<file path="config.mk">
export PLATFORM = sky130hd
export DESIGN_NAME = uart_load_ctrl
export DESIGN_NICKNAME = d
export VERILOG_FILES = /design/src/rtl/uart_pkg.sv /design/src/rtl/uart_load_ctrl.sv
export SDC_FILE = /design/constraint.sdc
export NUM_CORES = 1
export LEC_CHECK = 0
export ABC_AREA = 1
export CORE_UTILIZATION = 40
export DETAILED_ROUTE_END_ITERATION = 8
export PLACE_DENSITY = 0.71
export REMOVE_ABC_BUFFERS = 1
export SLEW_MARGIN = 10
export SYNTH_ARGS = -nofsm -noshare
export SYNTH_HDL_FRONTEND = slang
export SYNTH_SLANG_ARGS = --single-unit
</file>
<file path="constraint.sdc">
create_clock -name clk -period 3.8 [get_ports clk]
set_input_delay 0.76 -clock clk [delete_from_list [all_inputs] [get_ports clk]]
set_output_delay 0.76 -clock clk [all_outputs]
set_load 0.02 [all_outputs]
</file>
<file path="src/rtl/uart_pkg.sv">
// ============================================================================
// Module      : uart_pkg
// Description : Shared definitions for the UART host-load path: controller
//               state encoding, memory-select and read/write flag constants,
//               and a saturating counter helper.
// Ports       : none (package)
// Revision    : 1.0 - initial release
// ============================================================================
`default_nettype none

package uart_pkg;

  // Controller states. 3 bits leave two spare codes; these are
  // recovered to ST_IDLE by the controller.
  typedef enum logic [2:0] {
    ST_IDLE     = 3'd0,
    ST_WRITE    = 3'd1,
    ST_READ_REQ = 3'd2,
    ST_READ_CAP = 3'd3,
    ST_TX_SEND  = 3'd4,
    ST_TX_WAIT  = 3'd5
  } state_e;

  // rx_mem_type / mem_sel encoding
  localparam logic MEM_IMEM = 1'b0;
  localparam logic MEM_DMEM = 1'b1;

  // rx_rw_flag encoding
  localparam logic RW_WRITE = 1'b1;
  localparam logic RW_READ  = 1'b0;

  // Index of the last byte of a 32-bit word sent over the transmitter
  localparam logic [1:0] TX_LAST_IDX = 2'd3;

  // Increment that sticks at all-ones instead of wrapping
  function automatic logic [15:0] sat_inc16(input logic [15:0] v);
    return (v == 16'hFFFF) ? v : v + 16'd1;
  endfunction

endpackage

`default_nettype wire

</file>
<file path="src/rtl/uart_load_ctrl.sv">
// ============================================================================
// Module      : uart_load_ctrl
// Description : Host memory-load controller. Takes decoded host packets
//               (rx_done + fields), performs a one-word write into the
//               instruction or data memory, or reads one word and returns it
//               over a byte transmitter, MSB byte first. The CPU is halted
//               whenever the controller owns the memories.
// Ports       : clk, reset        - clock, async active-high reset
//               rx_*              - received packet fields, qualified by rx_done
//               cpu_halt          - registered CPU stall
//               imem_we, dmem_we  - write strobes
//               mem_re, mem_sel   - read strobe and memory select
//               mem_addr/wdata    - registered address and write data
//               mem_rdata         - read data, one cycle after mem_re
//               tx_start/data     - byte transmitter handshake
//               tx_busy           - transmitter busy
//               overrun           - pulse: rx_done dropped while busy
//               wr_count          - saturating count of completed writes
// Revision    : 1.0 - initial release
// ============================================================================
`default_nettype none

module uart_load_ctrl
  import uart_pkg::*;
#(
  parameter int          ADDR_W       = 9,
  parameter int          DATA_W       = 32,
  // Reset value of the write counter; non-zero only for preloading in test.
  parameter logic [15:0] WR_COUNT_RST = 16'h0000
) (
  input  logic              clk,
  input  logic              reset,
  input  logic              rx_done,
  input  logic [DATA_W-1:0] rx_data,
  input  logic [ADDR_W-1:0] rx_addr,
  input  logic              rx_mem_type,
  input  logic              rx_rw_flag,
  output logic              cpu_halt,
  output logic              imem_we,
  output logic              dmem_we,
  output logic              mem_re,
  output logic              mem_sel,
  output logic [ADDR_W-1:0] mem_addr,
  output logic [DATA_W-1:0] mem_wdata,
  input  logic [DATA_W-1:0] mem_rdata,
  output logic              tx_start,
  output logic [7:0]        tx_data,
  input  logic              tx_busy,
  output logic              overrun,
  output logic [15:0]       wr_count
);

  state_e              state_q, state_d;
  logic                cap_q, cap_d;        // packet latched, dispatch pending
  logic                first_q, first_d;    // first TX_WAIT cycle after tx_start
  logic                rw_q;
  logic                mem_sel_q;
  logic [ADDR_W-1:0]   mem_addr_q;
  logic [DATA_W-1:0]   mem_wdata_q;
  logic [DATA_W-1:0]   shreg_q, shreg_d;
  logic [1:0]          byte_cnt_q, byte_cnt_d;
  logic [15:0]         wr_count_q, wr_count_d;
  logic                cpu_halt_q, cpu_halt_d;
  logic                overrun_q, overrun_d;

  logic                busy;
  logic                capture;
  logic                imem_we_c, dmem_we_c, mem_re_c, tx_start_c;

  // Busy covers the capture cycle as well: the packet is latched but the
  // FSM has not yet left IDLE, so a second rx_done there is also an overrun.
  assign busy    = cap_q || (state_q != ST_IDLE);
  assign capture = rx_done && !busy;

  // --------------------------------------------------------------------------
  // Next-state and strobe decode
  // --------------------------------------------------------------------------
  always_comb begin
    state_d    = state_q;
    cap_d      = 1'b0;
    first_d    = 1'b0;
    shreg_d    = shreg_q;
    byte_cnt_d = byte_cnt_q;
    wr_count_d = wr_count_q;
    imem_we_c  = 1'b0;
    dmem_we_c  = 1'b0;
    mem_re_c   = 1'b0;
    tx_start_c = 1'b0;

    case (state_q)
      ST_IDLE: begin
        if (cap_q) begin
          state_d = (rw_q == RW_WRITE) ? ST_WRITE : ST_READ_REQ;
        end else if (rx_done) begin
          cap_d = 1'b1;
        end
      end

      ST_WRITE: begin
        imem_we_c  = (mem_sel_q == MEM_IMEM);
        dmem_we_c  = (mem_sel_q == MEM_DMEM);
        wr_count_d = sat_inc16(wr_count_q);
        state_d    = ST_IDLE;
      end

      ST_READ_REQ: begin
        mem_re_c = 1'b1;
        state_d  = ST_READ_CAP;
      end

      ST_READ_CAP: begin
        shreg_d    = mem_rdata;
        byte_cnt_d = 2'd0;
        state_d    = ST_TX_SEND;
      end

      ST_TX_SEND: begin
        if (!tx_busy) begin
          tx_start_c = 1'b1;
          first_d    = 1'b1;
          state_d    = ST_TX_WAIT;
        end
      end

      ST_TX_WAIT: begin
        // The transmitter may take a cycle to raise tx_busy, so the cycle
        // right after tx_start is not allowed to see "not busy".
        if (!first_q && !tx_busy) begin
          shreg_d    = shreg_q << 8;
          byte_cnt_d = byte_cnt_q + 2'd1;
          state_d    = (byte_cnt_q == TX_LAST_IDX) ? ST_IDLE : ST_TX_SEND;
        end
      end

      default: begin
        state_d = ST_IDLE;
      end
    endcase

    cpu_halt_d = cap_d || (state_d != ST_IDLE);
    overrun_d  = rx_done && busy;
  end

  // --------------------------------------------------------------------------
  // State and datapath registers
  // --------------------------------------------------------------------------
  always_ff @(posedge clk or posedge reset) begin
    if (reset) begin
      state_q    <= ST_IDLE;
      cap_q      <= 1'b0;
      first_q    <= 1'b0;
      shreg_q    <= '0;
      byte_cnt_q <= 2'd0;
      wr_count_q <= WR_COUNT_RST;
      cpu_halt_q <= 1'b0;
      overrun_q  <= 1'b0;
    end else begin
      state_q    <= state_d;
      cap_q      <= cap_d;
      first_q    <= first_d;
      shreg_q    <= shreg_d;
      byte_cnt_q <= byte_cnt_d;
      wr_count_q <= wr_count_d;
      cpu_halt_q <= cpu_halt_d;
      overrun_q  <= overrun_d;
    end
  end

  // Packet fields only change on an accepted rx_done; a dropped packet
  // leaves the in-flight operation untouched.
  always_ff @(posedge clk or posedge reset) begin
    if (reset) begin
      rw_q        <= RW_READ;
      mem_sel_q   <= MEM_IMEM;
      mem_addr_q  <= '0;
      mem_wdata_q <= '0;
    end else if (capture) begin
      rw_q        <= rx_rw_flag;
      mem_sel_q   <= rx_mem_type;
      mem_addr_q  <= rx_addr;
      mem_wdata_q <= rx_data;
    end
  end

  // --------------------------------------------------------------------------
  // Outputs
  // --------------------------------------------------------------------------
  assign cpu_halt  = cpu_halt_q;
  assign overrun   = overrun_q;
  assign wr_count  = wr_count_q;
  assign mem_sel   = mem_sel_q;
  assign mem_addr  = mem_addr_q;
  assign mem_wdata = mem_wdata_q;
  assign imem_we   = imem_we_c;
  assign dmem_we   = dmem_we_c;
  assign mem_re    = mem_re_c;
  assign tx_start  = tx_start_c;
  assign tx_data   = shreg_q[DATA_W-1 -: 8];

endmodule

`default_nettype wire

</file>
== Word-level counts from Yosys, hierarchy flattened ==
Index checks and enable logic that the tools add are counted.

* $add $sub $neg: 2
* Multiply operators: 0
* Divide/modulo/power cells: 0
* Magnitude comparators: 0
* Equal/unequal tests: 8
* Shift-type cells: 0
* Muxes and demuxes: 18
* Bitwise gates (word level): 2
* Reductions and logical operators: 14

{| class="wikitable"
|+ Operator list
! operator !! number
|-
| 32-bit one-hot mux with 2 select lines || 1
|-
| 32-bit two-way mux || 1
|-
| 16-bit by 1-bit adder with 16-bit output, second input constant || 1
|-
| 16-bit equality test, second input constant || 1
|-
| 3-bit one-hot mux with 5 select lines || 1
|-
| 3-bit two-way mux || 4
|-
| 1-bit two-way mux || 8
|-
| 3-bit by 2-bit equality test with 1-bit output, second input constant || 2
|-
| 3-bit equality test, second input constant || 2
|-
| 3-bit nonzero test || 2
|-
| 2-bit two-way mux || 2
|-
| 2-bit one-hot mux with 2 select lines || 1
|-
| 2-bit AND reduction || 2
|-
| 3-bit by 1-bit equality test with 1-bit output, second input constant || 1
|-
| 1-bit logical AND || 3
|-
| 1-bit zero test || 3
|-
| 3-bit zero test || 1
|-
| 2-bit by 1-bit adder with 2-bit output, second input constant || 1
|-
| 2-bit equality test, second input constant || 1
|-
| 1-bit logical OR || 2
|-
| 2-bit != test, second input constant || 1
|-
| 1-bit inverter || 2
|-
| 2-bit nonzero test || 1
|}

* Register bits after elaboration: 100
* Bits in latches: 0
* RAM bits: 0
* Memory bits (read-only): 0
* Bits of input ports: 79
* Output and inout bits: 72
* Logic and storage cells: 56
* Memories kept: 0

== Logic depth before layout (Yosys ltp) ==
Gate-level depths: netlist of run 1.

* Word-level depth: 6
* Gate-level depth with buffers: 10
* Mapped depth without buffers: 9

== Worst setup path before layout of run 1 ==
No wires, ideal clock.

* Kind: in2out
* From: input tx_busy
* To: output tx_start
* Arrival time: 1.062 ns
* Required time: 3.040 ns
* Slack: 1.978 ns
* Stages: 3
* Buffers on the path: 0
* Path through: inv_1 nand3_1 inv_1

* Word-level cells in the longest chain between the ends: 2

{| class="wikitable"
|+ RTL lines
! element !! RTL line !! text
|-
| start, declared || uart_load_ctrl.sv:48 || <nowiki>input logic tx_busy,</nowiki>
|-
| 1-bit two-way mux || uart_load_ctrl.sv:118 || <nowiki>if (!tx_busy) begin</nowiki>
|-
| 1-bit two-way mux || uart_load_ctrl.sv:90 || <nowiki>case (state_q)</nowiki>
|-
| end, declared || uart_load_ctrl.sv:46 || <nowiki>output logic tx_start,</nowiki>
|}

No other way between the ends.

== Worst setup path after layout of run 1 ==
Same ends and word-level chain as after synthesis.

==> flow_metrics.tcl, run 1 <==
set metrics [dict create \
    cts_buffers 9 \
    drive_above_1_share 0.0463 \
    die_x_um 108 \
    timing.rr.start "state_q[1]$_DFF_PP0_" \
    diodes 0 \
    path_depth 5 \
    power.density_nw_per_um2 687 \
    drt_iter0_markers 193 \
    path_clk_slew_ps 70 \
    cp_max_fo 2 \
    fp.dieH_um 108 \
    status "finished clean" \
    cp_slowest_cell "clkdlybuf4s50_1" \
    slew_headroom 0.317 \
    cts_resized 0 \
    p_leak_nw 2.99 \
    tightest_slew_ps 1020 \
    cts_sinks 100 \
    grt_pass1_vias 3688 \
    nNetsFinal 767 \
    ioPinCount 151 \
    required_ps 3040 \
    crit_path_max_incr_delay_ps 600 \
    vias_per_cell 4.67 \
    max-cap-violations 0 \
    overflow 0 \
    fill_cells 1012 \
    cp-start-kind "input pin" \
    r2r_slack_ps 1810 \
    io_buffers 150 \
    clockRootBuffer "clkbuf_16" \
    skew_ps 13.6 \
    post-cts-setup-buffer-count 0 \
    synthTopCellsByCount "242 x nand2_1, 100 x dfrtp_1, 38 x nor2_1" \
    wl_per_cell_um 12.9 \
    hold_violations 0 \
    grt_pass1_wl_mm 17.2 \
    synth_top_area_frac 0.552 \
    reg2reg_depth 7 \
    critPathTopFamily "buffers and inverters" \
    tritoncts "built" \
    grt_antenna_before_repair 0 \
    core_um2 10900 \
    setup_viol 0 \
    seq_area_frac_synth 0.552 \
    synth_ff_type "dfrtp_1" \
    yosys-top-cells-area "dfrtp_1 55%, nand2_1 20%, nor2_1 3.1%, o21ai_0 3.0%, inv_1 2.8%" \
    crit_chain "clkdlybuf4s50_1 -> inv_1 -> nand3_1 -> inv_1 -> clkdlybuf4s50_1" \
    dpl_worst_slack_ps 1040 \
    cts_buffer_depth 2 \
    grt.total_usage 0.185 \
    fin_ws_ps 1030 \
    end_kind "output port" \
    hpwl_mm 7.58 \
    synth_edf_count 0 \
    start_util 0.415 \
    cp-endpoint "tx_start" \
    synthCells 553 \
    drcViolationCount 0 \
    r2r-end "shreg_q[28]$_DFFE_PP0P_" \
    ys_types 30 \
    vias 3880 \
    grt_max_degree 66 \
    dr.pass1.iters 5 \
    totalWireLength_mm 10.7 \
    arrival_ps 2010 \
    ys_warn_count 0 \
    synth.avg_cell_area_um2 8.20 \
    syn2layout_area_growth_pct 40.2 \
    fmax_mhz 361 \
    syn-cell-area_um2 4530 \
    min_period_ps 2770 \
    hold_path_class "reg -> reg" \
    rsz0062_at_grt "no" \
    hold_buffers 0 \
    cts.htree.levels 3 \
    insertion_delay_ps 330 \
    worstSetupPathType "in -> out" \
    async_reset_ff_frac 1.00 \
    utilization 0.581 \
    tns_ps 0 \
    antenna_left 0 \
    whs_ps 480 \
    yosysMostFrequentCell "nand2_1" \
    yosysTopAreaCell "dfrtp_1" \
    min_period_over_period 0.729 \
    ys_ff_latch 100 \
    dieArea_um2 11800 \
    worstPathBufferInverterCount 4 \
    rows 38 \
    place_congestion 0.795 \
    critPathLaunch "tx_busy" \
    drv_slew 0 \
    peakVddDrop_mv 0.429 \
]
## layout by cell type (no fill, tap or decap), types with 2 or more instances in the layout
| master | count |
|---|---|
| nand2_1 | 242 |
| clkdlybuf4s50_1 | 150 |
| dfrtp_1 | 100 |
| nor2_1 | 38 |
| inv_1 | 33 |
| o21ai_0 | 27 |
| nand3_1 | 22 |
| a31oi_1 | 12 |
| a21oi_1 | 9 |
| clkbuf_16 | 9 |
| xnor2_1 | 7 |
| nand4_1 | 5 |
| o211ai_1 | 4 |
| inv_6 | 4 |
| nor2_2 | 3 |
| inv_2 | 2 |
| nand2_2 | 2 |
| nand3_2 | 2 |
| nor3_1 | 2 |
| o21ai_1 | 2 |
| ha_1 | 2 |
| buf_4 | 2 |
## tightest hold or removal path: stages, from the launching register on
cell	delay, ps
dfrtp_1	340
nand2_1	50
nand2_1	60
## routing by layer
layer	track usage	up-vias	wire length, um
met1	0.239	1788	4800
met5	0	-	0
met3	0.0338	9	437
met2	0.315	92	5340
met4	0.0579	0	137
li1	-	1991	-
## power by group
part / switching (W) / total, W / leakage, nW / internal [W]
sequential: 0.000217 / 0.00168 / 1.28 / 0.00146
combinational: 0.000970 / 0.00175 / 1.56 / 0.000782
clock: 0.000400 / 0.000939 / 0.152 / 0.000539
## kinds of logic (layout without fill, tap and decap cells)
family	after synthesis	count (layout)	share of synthesized area
xor gates and xnor gates	7	7	0.0135
buffers and inverters	67	205	0.0742
and+or+nand+nor	321	321	0.286
adders and majority gates	2	2	0.00552
DFF	100	100	0.552
AOI/OAI and AO/OA	56	56	0.0687
## through the flow
stage	total power, W	cell area (um2)	cells
finish	0.00437	6350	831
global route	0.00465	6350	831
CTS	0.00441	6350	831
detailed placement	0.00345	6050	815
global placement	0.00339	6050	815
floorplan	0.00262	4330	522
## sequential cells by signal, indices dropped and copies added (netlist names)
name / count
mem_sel: 1
cap_q: 1
byte_cnt_q: 2
cpu_halt: 1
wr_count: 16
mem_addr: 9
state_q: 3
rw_q: 1
first_q: 1
shreg_q: 32
mem_wdata: 32
overrun: 1
## cell type report
type / count / area [um2] / share of cell area
Inverter: 36 / 138 / 0.0217
Multi-Input combinational cell: 386 / 1690 / 0.267
Timing Repair Buffer: 153 / 1540 / 0.242
Clock buffer: 11 / 243 / 0.0382
Sequential cell: 100 / 2500 / 0.394
Clock inverter: 5 / 65.1 / 0.0102
Tap cell: 140 / 175 / 0.0276
## how the worst min path moves through the flow
stage	start	endpoint	slack (ps)	cells past startpoint
finish	mem_addr[2]$_DFFE_PP0P_	mem_addr[2]$_DFFE_PP0P_	480	2
global route	mem_wdata[0]$_DFFE_PP0P_	mem_wdata[0]$_DFFE_PP0P_	500	2
CTS	rw_q$_DFFE_PP0P_	rw_q$_DFFE_PP0P_	480	2
detailed placement	rw_q$_DFFE_PP0P_	rw_q$_DFFE_PP0P_	460	2
global placement	mem_addr[4]$_DFFE_PP0P_	mem_addr[4]$_DFFE_PP0P_	460	2
floorplan	rw_q$_DFFE_PP0P_	rw_q$_DFFE_PP0P_	440	2
Power figures use the tool's default switching activity.
==> run 2: changes to the inputs <==
- clock period: 3.8 -> 2.8 ns (I/O delays scaled with it)
==> run 2 against run 1 <==
- combinational power rose by 36%
- clock power rose by 42%
- critical path type is now reg -> out
- flip-flop and latch count did not move
- core utilization rose by 0.55 points
- highest routed layer unchanged
- sequential power rose by 36%
- sequential share of layout area fell by 0.37 points
- non-clock buffer count rose by 5
- setup slack got worse by 640 ps
- final cell count rose by 0.60%
- critical path depth did not move
- count of clock-buffer cells in the layout did not move
==> flow_metrics.tcl, run 2 (synthesized netlist as in run 1, its figures left out) <==
set metrics [dict create \
    totalWireLength_mm 10.9 \
    internal-power_w 0.00386 \
    max-cap-violations 0 \
    mostFrequentLayoutCells "242 x nand2_1, 150 x clkdlybuf4s50_1, 100 x dfrtp_1, 38 x nor2_1, 33 x inv_1" \
    grt_pass1_wl_mm 17.6 \
    r2r_slack_ps 950 \
    grt_antenna_before_repair 0 \
    cts_sinks 100 \
    grt_pass1_vias 3865 \
    io_buffers 150 \
    vias 3968 \
    die_x_um 108 \
    r2r-end "wr_count[13]$_DFFE_PP0P_" \
    wl_per_cell_um 13.0 \
    drive_above_1_share 0.0532 \
    cpMostUsedCell "inv_1" \
    fmax_mhz 414 \
    fin_area_um2 6410 \
    p_switching_w 0.00214 \
    ioPinCount 151 \
    drt_iter0_markers 183 \
    tns_ps 0 \
    min_period_over_period 0.863 \
    placement.cell_area_um2 6100 \
    slew_headroom 0.506 \
    cp_slowest_cell "clkdlybuf4s50_1" \
    reg2reg_depth 8 \
    core_um2 10900 \
    cp-start-kind "flip-flop" \
    cts_buffers 9 \
    drv_slew 0 \
    crit_path_max_incr_delay_ps 600 \
    hpwl_mm 7.83 \
    syn2layout_area_growth_pct 41.5 \
    hold_violations 0 \
    peakVddDrop_mv 0.439 \
    grt.total_usage 0.193 \
    required_ps 2240 \
    overflow 0 \
    utilization 0.586 \
    path_clk_slew_ps 70 \
    cts.htree.levels 3 \
    start_util 0.415 \
    dr.pass1.iters 4 \
    diodes 0 \
    antenna_left 0 \
    clockRootBuffer "clkbuf_16" \
    grt_max_degree 53 \
    tritoncts "built" \
    cts_buffer_depth 2 \
    tightest_slew_ps 739 \
    crit_chain "inv_1 -> nor2_1 -> nand3_1 -> inv_1 -> clkdlybuf4s50_1" \
    hold_path_class "reg -> reg" \
    timing.rr.start "wr_count[0]$_DFFE_PP0P_" \
    nNetsFinal 772 \
    final_common_cell "nand2_1" \
    insertion_delay_ps 340 \
    comb_power_share 0.398 \
    skew_ps 5.08 \
    post-cts-setup-buffer-count 0 \
    rsz0062_at_grt "no" \
    cts_resized 0 \
    drcViolationCount 0 \
    power.density_nw_per_um2 935 \
    rows 38 \
    cp_max_fo 5 \
    hold_depth 2 \
    whs_endpoint "mem_wdata[16]$_DFFE_PP0P_" \
    min_period_ps 2420 \
    fp.dieH_um 108 \
    setup_viol 0 \
    arrival_ps 1860 \
    worstSetupPathType "reg -> out" \
    hold_path_startpoint "mem_wdata[16]$_DFFE_PP0P_" \
    end_kind "output port" \
    place_congestion 0.831 \
    p_seq_frac 0.380 \
    hold_buffers 0 \
    status "finished clean" \
    sw_frac_of_total 0.356 \
    p_leak_nw 3.03 \
    vias_per_cell 4.75 \
    clkPwrFrac 0.222 \
    dieArea_um2 11800 \
]
[run 2: cell count changes in the layout (fill, tap and decap cells not counted), sizes merged]
cell    previous run  this run
buf                3         8
inv               40        36
clkinv             0         3
bufinv             1         2
[run 2: through the flow]
step	power, W	setup WS, ps	cells	hold slack, ps
3_5_place_dp	0.00471	419	820	464
5_1_grt	0.00640	267	836	509
4_1_cts	0.00606	386	836	482
2_1_floorplan	0.00355	-379	522	441
6_report	0.00600	385	836	482
3_3_place_gp	0.00463	437	820	462
[run 2: worst max-delay path by stage]
stage                                 to  depth (start not counted)  slack [ps]                  from
2_1_floorplan  byte_cnt_q[0]$_DFFE_PP0P_                          1        -380                 reset
3_3_place_gp                    tx_start                          5         440               tx_busy
3_5_place_dp                    tx_start                          5         420               tx_busy
4_1_cts                         tx_start                          5         390  state_q[2]$_DFF_PP0_
5_1_grt                          dmem_we                          4         270  state_q[1]$_DFF_PP0_
6_report                        tx_start                          5         380  state_q[2]$_DFF_PP0_
[run 2: final cells by class]
type                       count  area [um2]
fill                         996        4520
multi-input combinational    386        1690
clock inverter                 5        75.1
timing repair buffer         158        1590
sequential                   100        2500
inverter                      36         138
clock buffer                  11         243
tap                          140         175
[run 2: power by group through the flow]
stage	logic [W]	registers (W)	clock network, W
after floorplan	0.000871	0.00268	0
after global placement	0.00235	0.00228	0
after detailed placement	0.00242	0.00229	0
after CTS	0.00242	0.00228	0.00136
after global routing	0.00264	0.00234	0.00141
final	0.00238	0.00228	0.00133
[run 2: metal layers]
| layer | vias to the layer above | GRT usage | routed length [um] |
|---|---|---|---|
| met1 | 1838 | 0.229 | 4610 |
| met5 | - | 0 | 0 |
| met4 | 0 | 0.0888 | 274 |
| met2 | 116 | 0.342 | 5530 |
| met3 | 18 | 0.0307 | 485 |
| li1 | 1996 | - | - |
[run 2: worst max-delay path, delay by kind of cell (launching register included)]
kind | cells | cell delay, ps
flops | 1 | 420
buf+inv | 3 | 780
simple gates | 2 | 330
==> run 3: changes to the inputs <==
- CORE_UTILIZATION: 40 -> 30
- GPL_TIMING_DRIVEN: unset -> 1
- PLACE_DENSITY: 0.71 -> 0.56
==> run 3 against run 2 <==
- the flow now finishes with violations (design-rule violations)
- wire length up 3.0%
- core utilization is 14 points lower
- cell area rose by 1.3%
==> flow_metrics.tcl, run 3 (synthesized netlist as in run 1, its figures left out) <==
set metrics [dict create \
    syn2layout_area_growth_pct 43.3 \
    hold_path_class "reg -> reg" \
    skew_ps 6.97 \
    diodes 0 \
    io_buffers 150 \
    grt.total_usage 0.154 \
    multiInputGateArea_um2 1690 \
    antenna_left 0 \
    cts_resized 0 \
    slew_headroom 0.504 \
    insertion_delay_ps 350 \
    cp_max_fo 5 \
    fp.dieH_um 125 \
    vias 3947 \
    cts.htree.levels 3 \
    nNetsFinal 770 \
    grt_pass1_wl_mm 19.2 \
    peakVddDrop_mv 0.440 \
    critPathLaunch "state_q[2]$_DFF_PP0_" \
    hold_path_startpoint "mem_wdata[1]$_DFFE_PP0P_" \
    cp-start-kind "flip-flop" \
    max-cap-violations 0 \
    rsz0062_at_grt "no" \
    min_period_over_period 0.883 \
    drcViolationCount 10 \
    rows 44 \
    core_um2 14600 \
    overflow 0 \
    fin_ws_ps 327 \
    dpl_worst_slack_ps 424 \
    grt_max_degree 66 \
    place_congestion 0.799 \
    p_leak_nw 3.03 \
    placement.cell_area_um2 6140 \
    hold_violations 0 \
    end_kind "output port" \
    violations "design-rule violations" \
    cts_buffers 9 \
    worstSetupPathType "reg -> out" \
    status "finished, violations left" \
    final_common_cell "nand2_1" \
    cts_buffer_depth 2 \
    grt_antenna_before_repair 0 \
    die_x_um 125 \
    fin_area_um2 6490 \
    cts_sinks 100 \
    start_util 0.310 \
    post-cts-setup-buffer-count 0 \
    wl_per_cell_um 12.8 \
    drive_above_1_share 0.0519 \
    dieArea_um2 15600 \
    drv_slew 0 \
    tightest_slew_ps 742 \
    hpwl_mm 7.82 \
    hold_buffers 0 \
    mostFrequentLayoutCells "242 x nand2_1, 150 x clkdlybuf4s50_1, 100 x dfrtp_1, 38 x nor2_1, 33 x inv_1" \
    clockRootBuffer "clkbuf_16" \
    tritoncts "built" \
    timing.rr.start "wr_count[0]$_DFFE_PP0P_" \
    grt_pass1_vias 3899 \
    ioPinCount 151 \
    min_period_ps 2470 \
    path_clk_slew_ps 70 \
    required_ps 2240 \
    dr.pass1.iters 6 \
    final-seq-area_um2 2500 \
    setup_viol 0 \
    power.density_nw_per_um2 948 \
    fmax_mhz 404 \
    fill_cells 1479 \
    vias_per_cell 4.50 \
    drt_iter0_markers 249 \
    arrival_ps 1910 \
    totalWireLength_mm 11.2 \
]
## run 3: cell types whose count changed in the layout (fill, tap and decap cells not counted)
| cell | delta |
|---|---|
| clkinv_2 | -3 |
| clkbuf_8 | +1 |
| clkinvlp_4 | +1 |
| clkbuf_1 | -1 |
| bufinv_16 | +1 |
| buf_4 | -2 |
| inv_6 | +1 |
## run 3: where the power goes
group	internal, W	switching (W)
clock	0.000926	0.000561
sequential	0.00198	0.000301
combinational	0.00108	0.00131
## run 3: cell type report
type / instances / share of cell area
flip-flops and latches: 100 / 0.385
multi-input cells: 386 / 0.261
repair buffers: 156 / 0.242
clock buffers: 11 / 0.0389
well taps: 184 / 0.0354
inverters: 36 / 0.0212
clock inverters: 5 / 0.0164
## run 3: path summary, 6_finish.rpt
check,to,slack [ps],cells past startpoint
setup / recovery,tx_start,330,5
hold / removal,mem_wdata[1]$_DFFE_PP0P_,480,2
setup reg to reg,wr_count[14]$_DFFE_PP0P_,980,8
hold reg to reg,mem_wdata[1]$_DFFE_PP0P_,480,2
max in group asynchronous,wr_count[5]$_DFFE_PP0P_,1600,3
min in group asynchronous,mem_wdata[31]$_DFFE_PP0P_,580,2
## run 3: critical path: stages (launching register included)
cell and delay (ps):
dfrtp_1 420, inv_1 90, nor2_1 220, nand3_1 130
inv_1 100, clkdlybuf4s50_1 600
## run 3: layer usage
| metal | track usage | routed length [um] | share of wire |
|---|---|---|---|
| met4 | 0.0667 | 211 | 0.019 |
| met1 | 0.196 | 5100 | 0.45 |
| met5 | 0 | 0 | 0 |
| met3 | 0.0374 | 631 | 0.056 |
| met2 | 0.249 | 5290 | 0.47 |
## run 3: stage by stage
stage | hold slack [ps] | TNS [ps] | util | power, W | cells
finish | 479 | 0 | 0.444 | 0.00616 | 878
floorplan | 441 | -37880 | - | 0.00355 | 522
CTS | 485 | 0 | 0.444 | 0.00624 | 878
global route | 510 | 0 | 0.444 | 0.00658 | 878
global placement | 461 | 0 | 0.419 | 0.00466 | 862
detailed placement | 465 | 0 | 0.419 | 0.00472 | 862
